===== config.mk =====
export PLATFORM = sky130hd
export DESIGN_NAME = uart_tx_fifo
export DESIGN_NICKNAME = d
export VERILOG_FILES = /design/src/rtl/uart_pkg.sv /design/src/rtl/sync_fifo.sv /design/src/rtl/uart_tx_fifo.sv
export SDC_FILE = /design/constraint.sdc
export NUM_CORES = 1
export LEC_CHECK = 0
export CELL_PAD_IN_SITES_DETAIL_PLACEMENT = 2
export CELL_PAD_IN_SITES_GLOBAL_PLACEMENT = 2
export CORE_UTILIZATION = 35
export CTS_CLUSTER_SIZE = 14
export DETAILED_ROUTE_END_ITERATION = 6
export MAX_ROUTING_LAYER = met4
export PLACE_DENSITY_LB_ADDON = 0.12
export SYNTH_ARGS = -nofsm -noshare
export SYNTH_HDL_FRONTEND = slang
export SYNTH_SLANG_ARGS = --single-unit

===== constraint.sdc =====
create_clock -name Clk -period 4.8 [get_ports Clk]
set_clock_uncertainty 0.1 [all_clocks]
set_input_delay 0.96 -clock Clk [delete_from_list [all_inputs] [get_ports Clk]]
set_output_delay 0.96 -clock Clk [all_outputs]
set_load 0.05 [all_outputs]

===== src/rtl/uart_pkg.sv =====
// uart_pkg: shared UART transmitter types, frame constants and baud divider helper
package uart_pkg;
  typedef enum logic [1:0] {IDLE, START, DATA, STOP} uart_tx_state_t;
  localparam int UART_DATA_BITS = 8;
  localparam int UART_STOP_BITS = 1;
  function automatic int calc_baud_div(input int clk_freq, input int baud);
    return (clk_freq + baud / 2) / baud;
  endfunction
endpackage


===== src/rtl/sync_fifo.sv =====
// sync_fifo: single-clock FIFO with registered full/empty/count; caller guarantees legal push/pop
module sync_fifo #(
  parameter int WIDTH = 8,
  parameter int DEPTH = 16
) (
  input  logic                     clk,
  input  logic                     rst_n,
  input  logic                     push,
  input  logic                     pop,
  input  logic [WIDTH-1:0]         din,
  output logic [WIDTH-1:0]         dout,
  output logic                     full,
  output logic                     empty,
  output logic [$clog2(DEPTH):0]   count
);
  localparam int AW = $clog2(DEPTH);
  localparam logic [AW:0] FULL_CNT = DEPTH[AW:0];
  logic [WIDTH-1:0] mem [DEPTH];
  logic [AW-1:0] wr_ptr, rd_ptr;
  logic [AW:0] nxt;
  assign dout = mem[rd_ptr];
  always_comb nxt = count + {{AW{1'b0}}, push} - {{AW{1'b0}}, pop};
  always_ff @(posedge clk or negedge rst_n)
    if (!rst_n) begin
      wr_ptr <= '0;
      rd_ptr <= '0;
      count  <= '0;
      full   <= 1'b0;
      empty  <= 1'b1;
    end else begin
      if (push) wr_ptr <= wr_ptr + AW'(1);
      if (pop) rd_ptr <= rd_ptr + AW'(1);
      count <= nxt;
      full  <= nxt == FULL_CNT;
      empty <= nxt == '0;
    end
  always_ff @(posedge clk)
    if (push) mem[wr_ptr] <= din;
endmodule


===== src/rtl/uart_tx_fifo.sv =====
// uart_tx_fifo: buffered 8N1 UART transmitter, LSB first, FIFO drained by a bit-timing FSM
module uart_tx_fifo
  import uart_pkg::*;
#(
  parameter int CLK_FREQ   = 48_000_000,
  parameter int BAUD       = 115_200,
  parameter int FIFO_DEPTH = 16
) (
  input  logic                          Clk,
  input  logic                          Reset_N,
  input  logic                          wr_en,
  input  logic [7:0]                    wr_data,
  input  logic                          clr_overflow,
  output logic                          full,
  output logic                          empty,
  output logic [$clog2(FIFO_DEPTH):0]   count,
  output logic                          busy,
  output logic                          overflow,
  output logic                          tx_out
);
  localparam int BAUD_DIV = calc_baud_div(CLK_FREQ, BAUD);
  localparam int BW = $clog2(BAUD_DIV);
  localparam logic [BW-1:0] BAUD_LAST = BW'(BAUD_DIV - 1);
  uart_tx_state_t state;
  logic [BW-1:0] baud_cnt;
  logic [2:0] bit_cnt;
  logic [7:0] shift, fifo_dout;
  logic baud_last, pop, push;
  assign baud_last = baud_cnt == BAUD_LAST;
  // Popping on the last stop clock chains frames with no idle gap
  assign pop = !empty && (state == IDLE ||
               (state == STOP && baud_last && bit_cnt == 3'(UART_STOP_BITS - 1)));
  assign push = wr_en && (!full || pop);
  sync_fifo #(.WIDTH(8), .DEPTH(FIFO_DEPTH)) u_fifo (
    .clk(Clk),
    .rst_n(Reset_N),
    .push(push),
    .pop(pop),
    .din(wr_data),
    .dout(fifo_dout),
    .full(full),
    .empty(empty),
    .count(count)
  );
  // tx_out and busy follow the state one clock later, so the line falls two edges after the write
  always_ff @(posedge Clk or negedge Reset_N)
    if (!Reset_N) begin
      state    <= IDLE;
      baud_cnt <= '0;
      bit_cnt  <= '0;
      shift    <= '0;
      tx_out   <= 1'b1;
      busy     <= 1'b0;
      overflow <= 1'b0;
    end else begin
      tx_out   <= state == START ? 1'b0 : state == DATA ? shift[0] : 1'b1;
      busy     <= state != IDLE;
      overflow <= clr_overflow ? 1'b0 : (wr_en && !push) ? 1'b1 : overflow;
      if (pop) begin
        shift    <= fifo_dout;
        baud_cnt <= '0;
        bit_cnt  <= '0;
        state    <= START;
      end else if (state != IDLE) begin
        baud_cnt <= baud_last ? '0 : baud_cnt + BW'(1);
        if (baud_last)
          case (state)
            START: begin
              state   <= DATA;
              bit_cnt <= '0;
            end
            DATA: begin
              shift   <= shift >> 1;
              bit_cnt <= bit_cnt + 3'd1;
              if (bit_cnt == 3'(UART_DATA_BITS - 1)) begin
                state   <= STOP;
                bit_cnt <= '0;
              end
            end
            STOP:
              if (bit_cnt == 3'(UART_STOP_BITS - 1)) state <= IDLE;
              else bit_cnt <= bit_cnt + 3'd1;
            default: state <= IDLE;
          endcase
      end
    end
endmodule

==> flow_summary_export.csv, run 1 <==
group,metric,value,unit
run_status,status,"finished clean",
floorplan,die_area,0.02123,sq mm
route,ant_nets,0,
clocking,worstSkewPairLatency,430,ps
timing,slew_headroom,30.30,%
route,wl_per_cell,23.07,um
placed_design,hpwl,11360,um
clocking,cts_resized,0,
clocking,clockRootBuffer,"clkbuf_16",
grt,grt_use_met2,27.54,%
route,dr.pass1.iters,4,
synthesis,async_flop_share,23.81,%
power_and_ir_drop,irDropWorstVdd,0.0002479,V
floorplan,row_count,52,
timing,grt_setup_unrepaired,"false",
synthesis,yosys_warnings,0,
synthesis,synth_ff_type,"edfxtp_1",
synthesis,synth-seq-cells,168,
synthesis,netlist_instances,417,
route,vias_per_cell,5.233,
floorplan,chipWidth,145.7,um
timing,fmax,287.1,MHz
synthesis,synthTopCellsByArea,"edfxtp_1 (53%), dfrtp_1 (13%), mux4_2 (9.7%), ha_1 (3.5%), mux2i_1 (1.8%)",
route,vias,3794,
clocking,post_cts_buffers,0,
grt,grt_pass1_wl,26340,um
setup_path,required,5040,ps
clocking,cts_made_buffers,17,
cells_and_area,syn_to_final_growth,14.83,%
route,remaining_drc_errors,0,
timing,finalSetupTns,0,ps
cells_and_area,final_cell_mix,"edfxtp_1 (128), dfrtp_1 (37), mux4_2 (31)",
route,dr.first_iter.drc_count,215,
grt,use_met3,3.856,%
grt,grt.total_usage,17.54,%
cells_and_area,final_common_cell,"edfxtp_1",
clocking,cts.sinks,168,
cells_and_area,layoutNonFillerInstCount,725,
floorplan,core-area,0.02023,sq mm
floorplan,io_pins,22,
synthesis,avgSynthCellArea,17.34,sq um
setup_path,worstSetupEndpointType,"register",
placed_design,gp_congestion,0.7219,
cells_and_area,drive_above_1_share,18.68,%
placed_design,port_buffers,21,
setup_path,r2r_cells,9,
floorplan,chipHeight,145.7,um
synthesis,yosysTopAreaCellShare,53.17,%
grt,grt_pass1_vias,4299,
synthesis,synth-edff-count,128,
grt,use_met1,22.71,%
grt,busiest_layer,"met2",
setup_path,cp-start-kind,"register",
hold_path,min_path_type,"reg -> reg",
timing,setup_viol,0,
setup_path,critPathKind,"reg -> reg",
timing,fin_crit_sh,72.56,%
clocking,cts_tree,"built",
floorplan,initial_core_util,35.73,%
setup_path,cp_data_arrival_time,3720,ps
timing,drv_slew,0,
setup_path,path_max_fanout,19,
cells_and_area,antenna_cells,0,
power_and_ir_drop,leakagePower,2.966,nW
synthesis,syn_nets,450,
hold_path,hold_path_depth,2,
grt,grt.overflow.total,0,
clocking,cts_buffer_depth,2,
clocking,h-tree-depth,4,
flow_run,cap_violations,0,
cells_and_area,nets,475,
grt,grt_max_degree,41,
timing,worst_pin_slew,1031,ps
timing,period_minus_slack,3483,ps
setup_path,timing.reg2reg.setup_slack,1320,ps
synthesis,yosys.area.top_type,"edfxtp_1",
synthesis,ys_types,56,
synthesis,seq_area_frac_synth,67.05,%
synthesis,syn_area,0.007229,sq mm
clocking,clkTransAtPathRegs,70,ps
timing,final_hold_viol_count,0,
clocking,postCtsHoldBufs,0,
route,routed_wl,16730,um
grt,grt_antenna_before_repair,0,
power_and_ir_drop,powerDensity,608.6,mW/mm^2
placed_design,dpl.cell_count,693,
[stage by stage]
| stage | worst slack (ps) | util (%) | power, mW | hold WS (ps) | cell area (sq um) |
|---|---|---|---|---|---|
| after floorplan | 1677 | - | 3.228 | 356.9 | 7229 |
| after global placement | 1305 | 38.13 | 3.715 | 396.5 | 7715 |
| after detailed placement | 1239 | 38.13 | 3.784 | 410.1 | 7715 |
| after CTS | 1247 | 41.03 | 5.143 | 420.5 | 8302 |
| after global routing | 1070 | 41.03 | 5.350 | 455.9 | 8302 |
| final | 1317 | 41.03 | 5.052 | 417.3 | 8302 |
[flip-flops by register name (all words and copies together) (netlist names), 2 cells and up]
register	count
state	2
u_fifo.wr_ptr	4
u_fifo.count	5
baud_cnt	9
bit_cnt	3
u_fifo.mem	128
u_fifo.rd_ptr	4
shift	8
[cell usage after synthesis (all sizes together) (2+ instances only)]
library cell / instances
edfxtp: 128
dfrtp: 38
mux4: 31
ha: 20
inv: 19
a22oi: 14
buf: 13
mux2i: 13
nor2: 11
xor2: 9
and4b: 8
a211oi: 7
clkbuf: 7
o21ai: 7
o21bai: 7
a21oi: 6
nand2: 6
xnor2: 6
and2: 5
nand3: 5
and4: 4
and4bb: 4
nand4: 4
a21o: 3
nand2b: 3
nand4bb: 3
nor2b: 3
o31ai: 3
or3: 3
a22o: 2
a32oi: 2
and3: 2
dfstp: 2
mux2: 2
nor3: 2
nor3b: 2
nor4bb: 2
[per-layer routing]
metal	routed length [um]	vias up
li1	-	1699
met1	7867	2038
met2	8207	37
met3	354	20
met4	296	0
met5	0	-
[critical path, stage by stage (launching register included)]
cell,delay (ps)
dfrtp_1,420
inv_1,120
ha_1,420
nand2b_1,230
o311ai_4,180
and2_1,550
ha_1,290
fa_1,430
or3_1,430
nor3b_1,210
[cell families after synthesis]
logic type,synth area share [%]
and+or+nand+nor,6.940
xor gates and xnor gates,1.817
muxes,11.77
adders and majority gates,3.738
buffers and inverters,2.492
DFF,67.05
AOI/OAI and AO/OA,6.196
[worst paths after layout]
path                                from          endpoint
worst max-delay path            state[0]       u_fifo.full
worst min-delay path            overflow          overflow
worst max register to register  state[0]       u_fifo.full
worst min register to register  overflow          overflow
max in group asynchronous        Reset_N  u_fifo.rd_ptr[0]
min in group asynchronous        Reset_N        bit_cnt[2]
[where the power goes]
group	switching, mW	internal, mW
Combinational	0.915	0.728
Clock	0.648	0.697
Sequential	0.245	1.82
[area by class of cell]
class	instances	area, sq um
repair buffers	26	242.7
flip-flops and latches	168	4848
fillers	1910	11930
clock buffers	17	425.4
inverters	19	71.32
well taps	270	337.8
clock inverters	15	161.4
multi-input cells	210	2215
Note: power is estimated with default switching activity, not from simulation.
==> run 2: changes to the inputs <==
==> constraint.sdc (replaced) <==
create_clock -name Clk -period 3 [get_ports Clk]
set_clock_uncertainty 0.1 [all_clocks]
set_input_delay 0.6 -clock Clk [delete_from_list [all_inputs] [get_ports Clk]]
set_output_delay 0.6 -clock Clk [all_outputs]
set_load 0.05 [all_outputs]
==> run 2 against run 1 <==
Compared with the run above: combinational power increased by 84%; first-iteration DRC count decreased by 3.3%; core utilization increased by 1.4 points; register-to-register slack got worse by 1200 ps; sequential share of layout area decreased by 2.0 points; total power increased by 67%; clock-buffer cell count unchanged; maximum frequency increased by 20%; setup slack got worse by 1200 ps; non-clock buffer count increased by 27; largest cell class unchanged.
==> flow_summary_export.csv, run 2 (synthesis gave the netlist of run 1 again) <==
group,metric,value,unit
floorplan,io_pins,22,
timing,worst_pin_slew,965.7,ps
route,vias_per_cell,5.189,
power_and_ir_drop,pwr-share-seq,38.3,%
setup_path,r2r-start,"baud_cnt[0]",
placed_design,hpwl,11510,um
cells_and_area,reg_top3,"u_fifo.mem: 128 flops, baud_cnt: 9 flops, shift: 8 flops",
timing,period_minus_slack,2909,ps
cells_and_area,fillers,1911,
hold_path,min_path_type,"in -> async",
flow_run,cap_violations,0,
power_and_ir_drop,leakagePower,3.124,nW
power_and_ir_drop,p_int,5.413,mW
floorplan,core-area,0.02023,sq mm
clocking,cts_buffer_depth,2,
cells_and_area,nets,502,
timing,drv_slew,0,
power_and_ir_drop,switching_share,35.70,%
power_and_ir_drop,p_sw,3.006,mW
cells_and_area,antenna_cells,0,
cells_and_area,final_common_cell,"edfxtp_1",
clocking,clkTransAtPathRegs,70,ps
route,wl_per_cell,22.58,um
power_and_ir_drop,fin_total_pwr,8.419,mW
run_status,status,"finished clean",
floorplan,row_count,52,
timing,slew_headroom,35.62,%
floorplan,initial_core_util,35.73,%
timing,final_hold_viol_count,0,
power_and_ir_drop,irDropWorstVdd,0.0003599,V
timing,fmax,343.8,MHz
setup_path,cp_data_arrival_time,3170,ps
route,vias,3902,
grt,grt_pass1_vias,4367,
route,dr.first_iter.drc_count,208,
cells_and_area,syn_to_final_growth,18.88,%
cells_and_area,drive_above_1_share,25.10,%
grt,grt_antenna_before_repair,1,
clocking,cts_made_buffers,17,
clocking,clockRootBuffer,"clkbuf_16",
power_and_ir_drop,powerDensity,979.5,mW/mm^2
route,dr.pass1.iters,4,
setup_path,cp-start-kind,"register",
clocking,postCtsHoldBufs,0,
timing,layout_setup_ws,90.99,ps
cells_and_area,regMostFlops,"u_fifo.mem",
placed_design,gp_congestion,0.7313,
timing,fin_crit_sh,96.97,%
route,routed_wl,16980,um
clocking,worstSkewPairLatency,440,ps
timing,setup_viol,0,
grt,grt_pass1_wl,26460,um
floorplan,chipWidth,145.7,um
placed_design,place_ws,-84.94,ps
cells_and_area,largest_reg_flops,128,
grt,grt.total_usage,17.60,%
cells_and_area,final_cell_mix,"edfxtp_1 (128), dfrtp_1 (37), mux4_2 (31)",
route,remaining_drc_errors,0,
power_and_ir_drop,power_frac_clock,26.0,%
grt,grt.overflow.total,0,
setup_path,path_max_fanout,4,
placed_design,dpl_cell_area,0.007923,sq mm
placed_design,port_buffers,21,
grt,grt_max_degree,41,
setup_path,worstSetupEndpointType,"register",
floorplan,die_area,0.02123,sq mm
cells_and_area,multi_input_area,0.002271,sq mm
cells_and_area,fin_area,0.008594,sq mm
power_and_ir_drop,comb_power_share,35.7,%
clocking,cts_tree,"built",
clocking,cts.sinks,168,
cells_and_area,regArea,0.004848,sq mm
setup_path,required,3260,ps
setup_path,critPathKind,"reg -> reg",
floorplan,chipHeight,145.7,um
clocking,h-tree-depth,4,
route,ant_nets,0,
setup_path,crit_start,"baud_cnt[0]",
run 2: cell types whose count changed in the layout (fill, tap and decap cells not counted), sizes merged:
cell    before  now
buf          6   33
clkinv       7    5
inv         26   28
run 2: power groups by stage:
stage                     sequential, mW  clock, mW  combinational (mW)
final                               3.22       2.19                3.01
after global routing                3.28       2.31                3.29
after CTS                           3.23       2.24                2.95
after detailed placement            3.28          0                2.94
after global placement              3.25          0                2.87
after floorplan                     3.28          0                1.93
run 2: worst paths after layout:
path                                    end  slack [ps]  cells after the start
max                             u_fifo.full          90                     13
min                                shift[6]         220                      1
max reg2reg                     u_fifo.full          90                     13
min reg2reg                          tx_out         390                      2
max in group asynchronous  u_fifo.rd_ptr[0]        1930                      1
min in group Clk                     tx_out         390                      2
run 2: final cells by class:
| type | instances | area share [%] |
|---|---|---|
| flip-flops and latches | 168 | 56.41 |
| multi-input cells | 210 | 26.42 |
| repair buffers | 53 | 5.474 |
| clock buffers | 17 | 4.950 |
| well taps | 270 | 3.931 |
| clock inverters | 15 | 1.980 |
| inverters | 19 | 0.8298 |
run 2: repair_timing:
| action | CTS | global route |
|---|---|---|
| pin swaps | 1 | 5 |
| resized for setup | 1 | 9 |
| buffers inserted | 1 | 3 |
| endpoints found under the setup margin | 2 | 2 |
run 2: stage by stage:
stage               util, %  instances  setup TNS, ps  hold WS [ps]
floorplan                 -        417              0         204.4
global placement      39.15        716              0         377.5
detailed placement    39.15        716         -149.8         381.4
CTS                   42.15        749              0         244.3
global route          42.47        752         -35.77         295.4
finish                42.47        752              0         222.8
run 2: worst max-delay path, cell delays in order (launching register included):
cell      delay (ps)
dfrtp_1          400
inv_2             70
ha_4             170
and4bb_2         260
a31oi_4          230
nor2_4            60
ha_1             270
inv_1             50
ha_4             170
fa_2             360
a21o_1           190
a21oi_2          160
xnor2_2          160
nor3b_2          190
run 2: metal layers:
metal  global-route usage (%)  routed length [um]  vias to the layer above  share of wire (%)
li1                         -                   -                     1760                  -
met1                    23.41                7961                     2081                 47
met2                    27.32                8455                       44                 50
met3                    3.166                 369                       17                2.2
met4                    5.842                 193                        0                1.1
met5                        -                   0                        -                  0
